## src/rtl/arm_pkg.sv

```systemverilog
// Shared types and constants for the memory arbiter: FSM states, grant
// encoding and the default bus hold time.
package arm_pkg;

    localparam int DEFAULT_WAIT_CYCLES = 5;
    localparam int CNT_W               = 4;

    typedef enum logic [1:0] {
        ST_IDLE   = 2'd0,
        ST_ACCESS = 2'd1,
        ST_DONE   = 2'd2
    } state_e;

    typedef enum logic [1:0] {
        GNT_NONE = 2'd0,
        GNT_IF   = 2'd1,
        GNT_DM   = 2'd2
    } grant_e;

endpackage

```

## src/rtl/mem_arbiter_if.sv

```systemverilog
// Pipeline-side (IF/MEM) and memory-side signals of the arbiter, bundled.
// slave is the arbiter's view; master is the pipeline + memory model's view.
interface mem_arbiter_if #(
    parameter int MEM_ADDR_W = 16
) ();
    logic                  if_req;
    logic [31:0]           if_addr;
    logic [31:0]           if_rdata;
    logic                  if_ready;

    logic                  dm_rd_en;
    logic                  dm_wr_en;
    logic [31:0]           dm_addr;
    logic [31:0]           dm_wdata;
    logic [31:0]           dm_rdata;
    logic                  dm_ready;

    logic                  freeze;

    logic [MEM_ADDR_W-1:0] bus_addr;
    logic [31:0]           bus_wdata;
    logic                  bus_we;
    logic                  bus_en;
    logic [31:0]           bus_rdata;

    modport slave (
        input  if_req, if_addr, dm_rd_en, dm_wr_en, dm_addr, dm_wdata, bus_rdata,
        output if_rdata, if_ready, dm_rdata, dm_ready, freeze,
               bus_addr, bus_wdata, bus_we, bus_en
    );

    modport master (
        output if_req, if_addr, dm_rd_en, dm_wr_en, dm_addr, dm_wdata, bus_rdata,
        input  if_rdata, if_ready, dm_rdata, dm_ready, freeze,
               bus_addr, bus_wdata, bus_we, bus_en
    );
endinterface

```

## src/rtl/mem_arbiter_wait_counter.sv

```systemverilog
// Access-length counter: cleared by load, counts 0..WAIT_CYCLES-1 while
// enabled and holds at the terminal count.
module wait_counter
    import arm_pkg::*;
#(
    parameter int WAIT_CYCLES = DEFAULT_WAIT_CYCLES
) (
    input  logic clk,
    input  logic rst_n,
    input  logic load_i,
    input  logic en_i,
    output logic tc_o
);

    logic [CNT_W-1:0] cnt_q;
    logic [CNT_W-1:0] cnt_d;

    assign tc_o = (cnt_q == CNT_W'(WAIT_CYCLES - 1));

    always_comb begin
        cnt_d = cnt_q;
        if (load_i) begin
            cnt_d = '0;
        end else if (en_i && !tc_o) begin
            cnt_d = cnt_q + 1'b1;
        end
    end

    always_ff @(posedge clk or negedge rst_n) begin
        if (!rst_n) begin
            cnt_q <= '0;
        end else begin
            cnt_q <= cnt_d;
        end
    end

endmodule

```

## src/rtl/mem_arbiter.sv

```systemverilog
// Single-port memory arbiter between instruction fetch and data access.
// Data wins ties; every access holds the bus for WAIT_CYCLES then pulses ready.
module mem_arbiter
    import arm_pkg::*;
#(
    parameter int WAIT_CYCLES = DEFAULT_WAIT_CYCLES,
    parameter int MEM_ADDR_W  = 16
) (
    input  logic          clk,
    input  logic          rst_n,
    mem_arbiter_if.slave  arb
);

    state_e                state_q, state_d;
    grant_e                grant_q, grant_d;
    logic [MEM_ADDR_W-1:0] addr_q, addr_d;
    logic [31:0]           wdata_q, wdata_d;
    logic                  we_q, we_d;
    logic                  flush_q, flush_d;
    logic [31:0]           if_rdata_q, if_rdata_d;
    logic [31:0]           dm_rdata_q, dm_rdata_d;

    logic cnt_load;
    logic cnt_en;
    logic cnt_tc;
    logic dm_req;
    logic if_ready_s;
    logic dm_ready_s;

    assign dm_req = arb.dm_rd_en | arb.dm_wr_en;

    wait_counter #(
        .WAIT_CYCLES (WAIT_CYCLES)
    ) u_wait_counter (
        .clk    (clk),
        .rst_n  (rst_n),
        .load_i (cnt_load),
        .en_i   (cnt_en),
        .tc_o   (cnt_tc)
    );

    always_comb begin
        state_d    = state_q;
        grant_d    = grant_q;
        addr_d     = addr_q;
        wdata_d    = wdata_q;
        we_d       = we_q;
        flush_d    = flush_q;
        if_rdata_d = if_rdata_q;
        dm_rdata_d = dm_rdata_q;
        cnt_load   = 1'b0;
        cnt_en     = 1'b0;

        unique case (state_q)
            ST_IDLE: begin
                if (dm_req) begin
                    grant_d  = GNT_DM;
                    addr_d   = arb.dm_addr[MEM_ADDR_W+1:2];
                    wdata_d  = arb.dm_wdata;
                    we_d     = arb.dm_wr_en;
                    flush_d  = 1'b0;
                    cnt_load = 1'b1;
                    state_d  = ST_ACCESS;
                end else if (arb.if_req) begin
                    grant_d  = GNT_IF;
                    addr_d   = arb.if_addr[MEM_ADDR_W+1:2];
                    wdata_d  = '0;
                    we_d     = 1'b0;
                    flush_d  = 1'b0;
                    cnt_load = 1'b1;
                    state_d  = ST_ACCESS;
                end
            end
            ST_ACCESS: begin
                cnt_en = 1'b1;
                // A dropped fetch request is a branch flush; remember it so the
                // late result is discarded even if the request reappears.
                if (grant_q == GNT_IF && !arb.if_req) begin
                    flush_d = 1'b1;
                end
                if (cnt_tc) begin
                    state_d = ST_DONE;
                    if (grant_q == GNT_DM && !we_q) begin
                        dm_rdata_d = arb.bus_rdata;
                    end
                    if (grant_q == GNT_IF && arb.if_req && !flush_q) begin
                        if_rdata_d = arb.bus_rdata;
                    end
                end
            end
            ST_DONE: begin
                grant_d = GNT_NONE;
                state_d = ST_IDLE;
            end
            default: begin
                state_d = ST_IDLE;
            end
        endcase
    end

    always_ff @(posedge clk or negedge rst_n) begin
        if (!rst_n) begin
            state_q    <= ST_IDLE;
            grant_q    <= GNT_NONE;
            addr_q     <= '0;
            wdata_q    <= '0;
            we_q       <= 1'b0;
            flush_q    <= 1'b0;
            if_rdata_q <= '0;
            dm_rdata_q <= '0;
        end else begin
            state_q    <= state_d;
            grant_q    <= grant_d;
            addr_q     <= addr_d;
            wdata_q    <= wdata_d;
            we_q       <= we_d;
            flush_q    <= flush_d;
            if_rdata_q <= if_rdata_d;
            dm_rdata_q <= dm_rdata_d;
        end
    end

    assign if_ready_s = (state_q == ST_DONE) && (grant_q == GNT_IF) && !flush_q && arb.if_req;
    assign dm_ready_s = (state_q == ST_DONE) && (grant_q == GNT_DM);

    assign arb.if_ready  = if_ready_s;
    assign arb.dm_ready  = dm_ready_s;
    assign arb.if_rdata  = if_rdata_q;
    assign arb.dm_rdata  = dm_rdata_q;
    assign arb.bus_en    = (state_q == ST_ACCESS);
    assign arb.bus_we    = (state_q == ST_ACCESS) && we_q;
    assign arb.bus_addr  = addr_q;
    assign arb.bus_wdata = wdata_q;

    // Gated by reset so every output reads 0 while reset is held.
    assign arb.freeze = rst_n && ((dm_req && !dm_ready_s) || (arb.if_req && !if_ready_s));

    logic unused_addr_bits;
    assign unused_addr_bits = ^{arb.if_addr[31:MEM_ADDR_W+2], arb.if_addr[1:0],
                                arb.dm_addr[31:MEM_ADDR_W+2], arb.dm_addr[1:0]};

endmodule

```

## src/flat_wrapper.sv

```systemverilog
// flat-port wrapper written by rule: the top's interface ports become plain ports
module mem_arbiter_flat import arm_pkg::*;
#(
    parameter int WAIT_CYCLES = DEFAULT_WAIT_CYCLES,
    parameter int MEM_ADDR_W  = 16
)
  (clk, rst_n, arb_if_req, arb_if_addr, arb_dm_rd_en, arb_dm_wr_en, arb_dm_addr, arb_dm_wdata, arb_bus_rdata, arb_if_rdata, arb_if_ready, arb_dm_rdata, arb_dm_ready, arb_freeze, arb_bus_addr, arb_bus_wdata, arb_bus_we, arb_bus_en);
  mem_arbiter_if #(.MEM_ADDR_W(MEM_ADDR_W)) arb_i ();
  input  logic clk;
  input  logic rst_n;
  input wire logic [$bits(arb_i.if_req)-1:0] arb_if_req;
  input wire logic [$bits(arb_i.if_addr)-1:0] arb_if_addr;
  input wire logic [$bits(arb_i.dm_rd_en)-1:0] arb_dm_rd_en;
  input wire logic [$bits(arb_i.dm_wr_en)-1:0] arb_dm_wr_en;
  input wire logic [$bits(arb_i.dm_addr)-1:0] arb_dm_addr;
  input wire logic [$bits(arb_i.dm_wdata)-1:0] arb_dm_wdata;
  input wire logic [$bits(arb_i.bus_rdata)-1:0] arb_bus_rdata;
  output wire logic [$bits(arb_i.if_rdata)-1:0] arb_if_rdata;
  output wire logic [$bits(arb_i.if_ready)-1:0] arb_if_ready;
  output wire logic [$bits(arb_i.dm_rdata)-1:0] arb_dm_rdata;
  output wire logic [$bits(arb_i.dm_ready)-1:0] arb_dm_ready;
  output wire logic [$bits(arb_i.freeze)-1:0] arb_freeze;
  output wire logic [$bits(arb_i.bus_addr)-1:0] arb_bus_addr;
  output wire logic [$bits(arb_i.bus_wdata)-1:0] arb_bus_wdata;
  output wire logic [$bits(arb_i.bus_we)-1:0] arb_bus_we;
  output wire logic [$bits(arb_i.bus_en)-1:0] arb_bus_en;
  assign arb_i.if_req = arb_if_req;
  assign arb_i.if_addr = arb_if_addr;
  assign arb_i.dm_rd_en = arb_dm_rd_en;
  assign arb_i.dm_wr_en = arb_dm_wr_en;
  assign arb_i.dm_addr = arb_dm_addr;
  assign arb_i.dm_wdata = arb_dm_wdata;
  assign arb_i.bus_rdata = arb_bus_rdata;
  assign arb_if_rdata = arb_i.if_rdata;
  assign arb_if_ready = arb_i.if_ready;
  assign arb_dm_rdata = arb_i.dm_rdata;
  assign arb_dm_ready = arb_i.dm_ready;
  assign arb_freeze = arb_i.freeze;
  assign arb_bus_addr = arb_i.bus_addr;
  assign arb_bus_wdata = arb_i.bus_wdata;
  assign arb_bus_we = arb_i.bus_we;
  assign arb_bus_en = arb_i.bus_en;
  mem_arbiter #(.WAIT_CYCLES(WAIT_CYCLES), .MEM_ADDR_W(MEM_ADDR_W)) u_core (.clk(clk), .rst_n(rst_n), .arb(arb_i));
endmodule
```

## config.mk

```make
export PLATFORM = sky130hd
export DESIGN_NAME = mem_arbiter_flat
export DESIGN_NICKNAME = d
export VERILOG_FILES = /design/src/rtl/arm_pkg.sv /design/src/rtl/mem_arbiter_if.sv /design/src/rtl/mem_arbiter_wait_counter.sv /design/src/rtl/mem_arbiter.sv /design/src/flat_wrapper.sv
export SDC_FILE = /design/constraint.sdc
export NUM_CORES = 1
export LEC_CHECK = 0
export BUFFER_PORTS_ARGS = -buffer_cell sky130_fd_sc_hd__buf_2
export CORE_MARGIN = 5
export CORE_UTILIZATION = 45
export CTS_CLUSTER_SIZE = 8
export DETAILED_ROUTE_END_ITERATION = 6
export HOLD_SLACK_MARGIN = 0.03
export PLACE_DENSITY = 0.79
export SLEW_MARGIN = 20
export SYNTH_ARGS = -nofsm -noshare
export SYNTH_HDL_FRONTEND = slang
export SYNTH_SLANG_ARGS = --single-unit
```

## constraint.sdc

```tcl
create_clock -name clk -period 2.2 [get_ports clk]
set_clock_uncertainty 0.1 [all_clocks]
set_input_delay 0.33 -clock clk [delete_from_list [all_inputs] [get_ports clk]]
set_output_delay 0.33 -clock clk [all_outputs]
set_load 0.005 [all_outputs]
```

==> flow_metrics.py <==
metrics = {
    "die": {
        "start_util_pct": 45.51,
        "io_pins": 250,
        "die_x_um": 114.5,
        "dieArea_um2": 13110,
        "die_y_um": 114.5,
        "rows": 38,
        "fp.coreArea_um2": 10790,
    },
    "final_layout": {
        "final_nets": 795,
        "num-fill-cells": 658,
        "final_layout_size_suffix_gt1_share_pct": 48.66,
        "fin_util_pct": 72.33,
        "diodes": 0,
        "area_growth_pct": 58.91,
    },
    "clock_tree": {
        "worstSkewPairLatency_ps": 510,
        "cts_num_sinks": 122,
        "ctsHtreeMaxLevel": 4,
        "clock_path_buffers": 2,
        "path_clk_slew_ps": 60,
        "numCtsBuffers": 17,
        "cts_tree": "yes",
        "cts_setup_buffers": 0,
        "root_buffer": "clkbuf_8",
    },
    "sta": {
        "slew_headroom_pct": 52.75,
        "clock.fmax_mhz": 475.3,
        "worst_pin_slew_ps": 707.1,
        "min_period_ps": 2104,
        "final.setup.tns_ps": 0,
        "worst_slack_ps": 95.86,
        "final_max_slew_viol_count": 0,
        "setup_viol": 0,
        "hold_slack_ps": 96.12,
        "finalHoldViolations": 0,
        "fin_crit_sh_pct": 95.64,
    },
    "placed_design": {
        "place_congestion": 0.8056,
        "portBuffers": 217,
        "dpl_worst_slack_ps": 3.531,
        "dpl.hpwl_um": 8937,
    },
    "setup_path": {
        "cp-end-kind": "register",
        "cp_slowest_cell": "dlygate4sd3_1",
        "startpoint_type": "primary input",
        "path_cells": "dlygate4sd3_1, buf_2, nor2_2, buf_6, mux2i_1, dlygate4sd3_1, o21ai_0",
        "crit_fanout": 17,
        "path_common_cell": "dlygate4sd3_1",
        "crit_required_ps": 2460,
        "critical-path-max-stage-delay_ps": 570,
        "path_class": "in2reg",
        "critPathArrivalTime_ps": 2360,
    },
    "synthesis": {
        "yosysMostFrequentCell": "dfrtp_1",
        "yosysUniqueCellTypes": 33,
        "synth_edf_count": 0,
        "synth_top_flop_cell": "dfrtp_1",
        "synthTopCellsByArea": "dfrtp_1, mux2_4, mux2_2, a22o_1, o21ai_0",
        "yosys.area.top_type_share_pct": 62.15,
        "synth.avg_cell_area_um2": 14.62,
        "synth_nets": 471,
        "yosysTopAreaCell": "dfrtp_1",
        "async_flop_share_pct": 100.0,
        "yosysSeqAreaShare_pct": 62.15,
        "yosys_warnings": 0,
        "synthCells": 336,
        "syn-cell-area_um2": 4912,
        "netlist_top_cells_count": "dfrtp_1, o21ai_0, mux2_2",
        "synth.ff_latch_count": 122,
    },
    "power": {
        "power.internal_mw": 6.851,
        "power.switching_fraction_pct": 29.87,
        "powerDensity_nw_per_um2": 1252,
        "power.share.clock_pct": 28.7,
        "ir_drop_v": 0.0008498,
        "p_leak_nw": 4.082,
        "comb_power_share_pct": 32.7,
        "seqPwrFrac_pct": 38.6,
        "total_power_mw": 9.770,
        "switchingPower_mw": 2.919,
    },
    "detailed_routing": {
        "vias_per_cell": 5.181,
        "dr.first_iter.drc_count": 323,
        "route.detailed.drc": 0,
        "vias": 4207,
        "wl_per_cell_um": 18.69,
        "routed_wl_um": 15180,
        "drt-pass1-iter-count": 5,
        "drtAntennaViolNets": 0,
    },
    "global_routing": {
        "grt_overflow": 0,
        "grt_pass1_wl_um": 23720,
        "grt_pass1_vias": 4510,
        "grt_max_degree": 123,
        "grt_usage_pct": 23.19,
        "antenna_found_initial": 0,
    },
    "job": {
        "maxCapViolCount": 0,
    },
    "worst_hold_path": {
        "holdCritPathClass": "in2reg",
    },
    "outcome": {
        "status": "finished, final reports clean",
    },
}
## cells by family after synthesis
family	after synthesis	share of synthesized area, %
flops	122	62.15
fa+ha+maj	2	0.5093
buf+inv	27	2.802
mux	82	20.66
compound gates	78	10.85
simple gates	24	2.853
xor+xnor	1	0.1783
## what timing repair did
action	CTS	global route
resized for setup	1	6
hold endpoints to repair	236	0
hold buffers	99	0
setup endpoints to repair	1	7
## registers in the layout, indices dropped and copies added, names as in the netlist
register	cells
u_core.arb.bus_addr	16
u_core.arb.bus_wdata	32
u_core.arb.dm_rdata	32
u_core.arb.if_rdata	32
u_core.flush_q	1
u_core.grant_q	2
u_core.state_q	2
u_core.u_wait_counter.cnt_q	4
u_core.we_q	1
## layout make-up
cell class	instances	area, um2	area share (%)
Timing Repair Buffer	326	2208	28.29
Sequential cell	122	3054	39.12
Clock buffer	24	490.5	6.283
Inverter	6	26.28	0.3366
Multi-Input combinational cell	187	1739	22.28
Tap cell	140	175.2	2.244
Clock inverter	7	112.6	1.443
## path summary, 6_finish.rpt
kind                                                start                  endpoint  cells after the start  slack, ps
setup / recovery                             arb_dm_wr_en    u_core.arb.bus_addr[4]                      7        100
hold reg to reg                    u_core.arb.dm_rdata[0]    u_core.arb.dm_rdata[0]                      1        390
setup reg to reg           u_core.u_wait_counter.cnt_q[0]   u_core.arb.dm_rdata[17]                      6        110
hold / removal                               arb_dm_rd_en         u_core.grant_q[0]                      3        100
max in group asynchronous                           rst_n  u_core.arb.bus_wdata[22]                      3       1060
min in group asynchronous                           rst_n   u_core.arb.dm_rdata[25]                      3        480
## worst max-delay path, delay by kind of cell
family                 cells  cell delay, ps
AND/OR/NAND/NOR            1             210
AO/OA/AOI/OAI              1             100
multiplexers               1             200
buffers and inverters      4            1500
## per-layer routing
metal  GRT usage (%)  part of all wire (%)
met1           27.15                    37
met4           6.255                   1.9
met5               0                     0
met3           7.135                   8.2
met2           41.13                    52
## per-stage QoR
stage          std cells  cell area (um2)
4_1_cts              812             7787
6_report             812             7806
5_1_grt              812             7806
3_5_place_dp         682             6188
3_3_place_gp         682             6188
2_1_floorplan        336             4912
## power by group through the flow
stage / clock network, mW / registers (mW) / logic, mW
6_report: 2.80 / 3.77 / 3.20
5_1_grt: 2.96 / 3.88 / 3.50
4_1_cts: 2.84 / 3.72 / 3.14
3_5_place_dp: 0 / 3.73 / 2.97
3_3_place_gp: 0 / 3.68 / 2.86
2_1_floorplan: 0 / 3.77 / 1.48
## layout by cell type, fill, tap and decap left out, drive strengths merged, types with 2 or more instances in the layout
master	Yosys	layout
buf	9	227
dfrtp	122	122
dlygate4sd3	0	99
mux2	65	65
o21ai	38	38
a22o	32	32
clkbuf	12	24
mux2i	17	17
inv	6	5
nor2	5	5
nand3	4	4
clkinv	0	3
bufinv	0	3
nand2b	3	3
clkinvlp	0	2
nand2	2	2
o22ai	2	2
nor3	2	2
or2	2	2
ha	2	2
o41ai	2	2
Power figures use the tool's default switching activity.
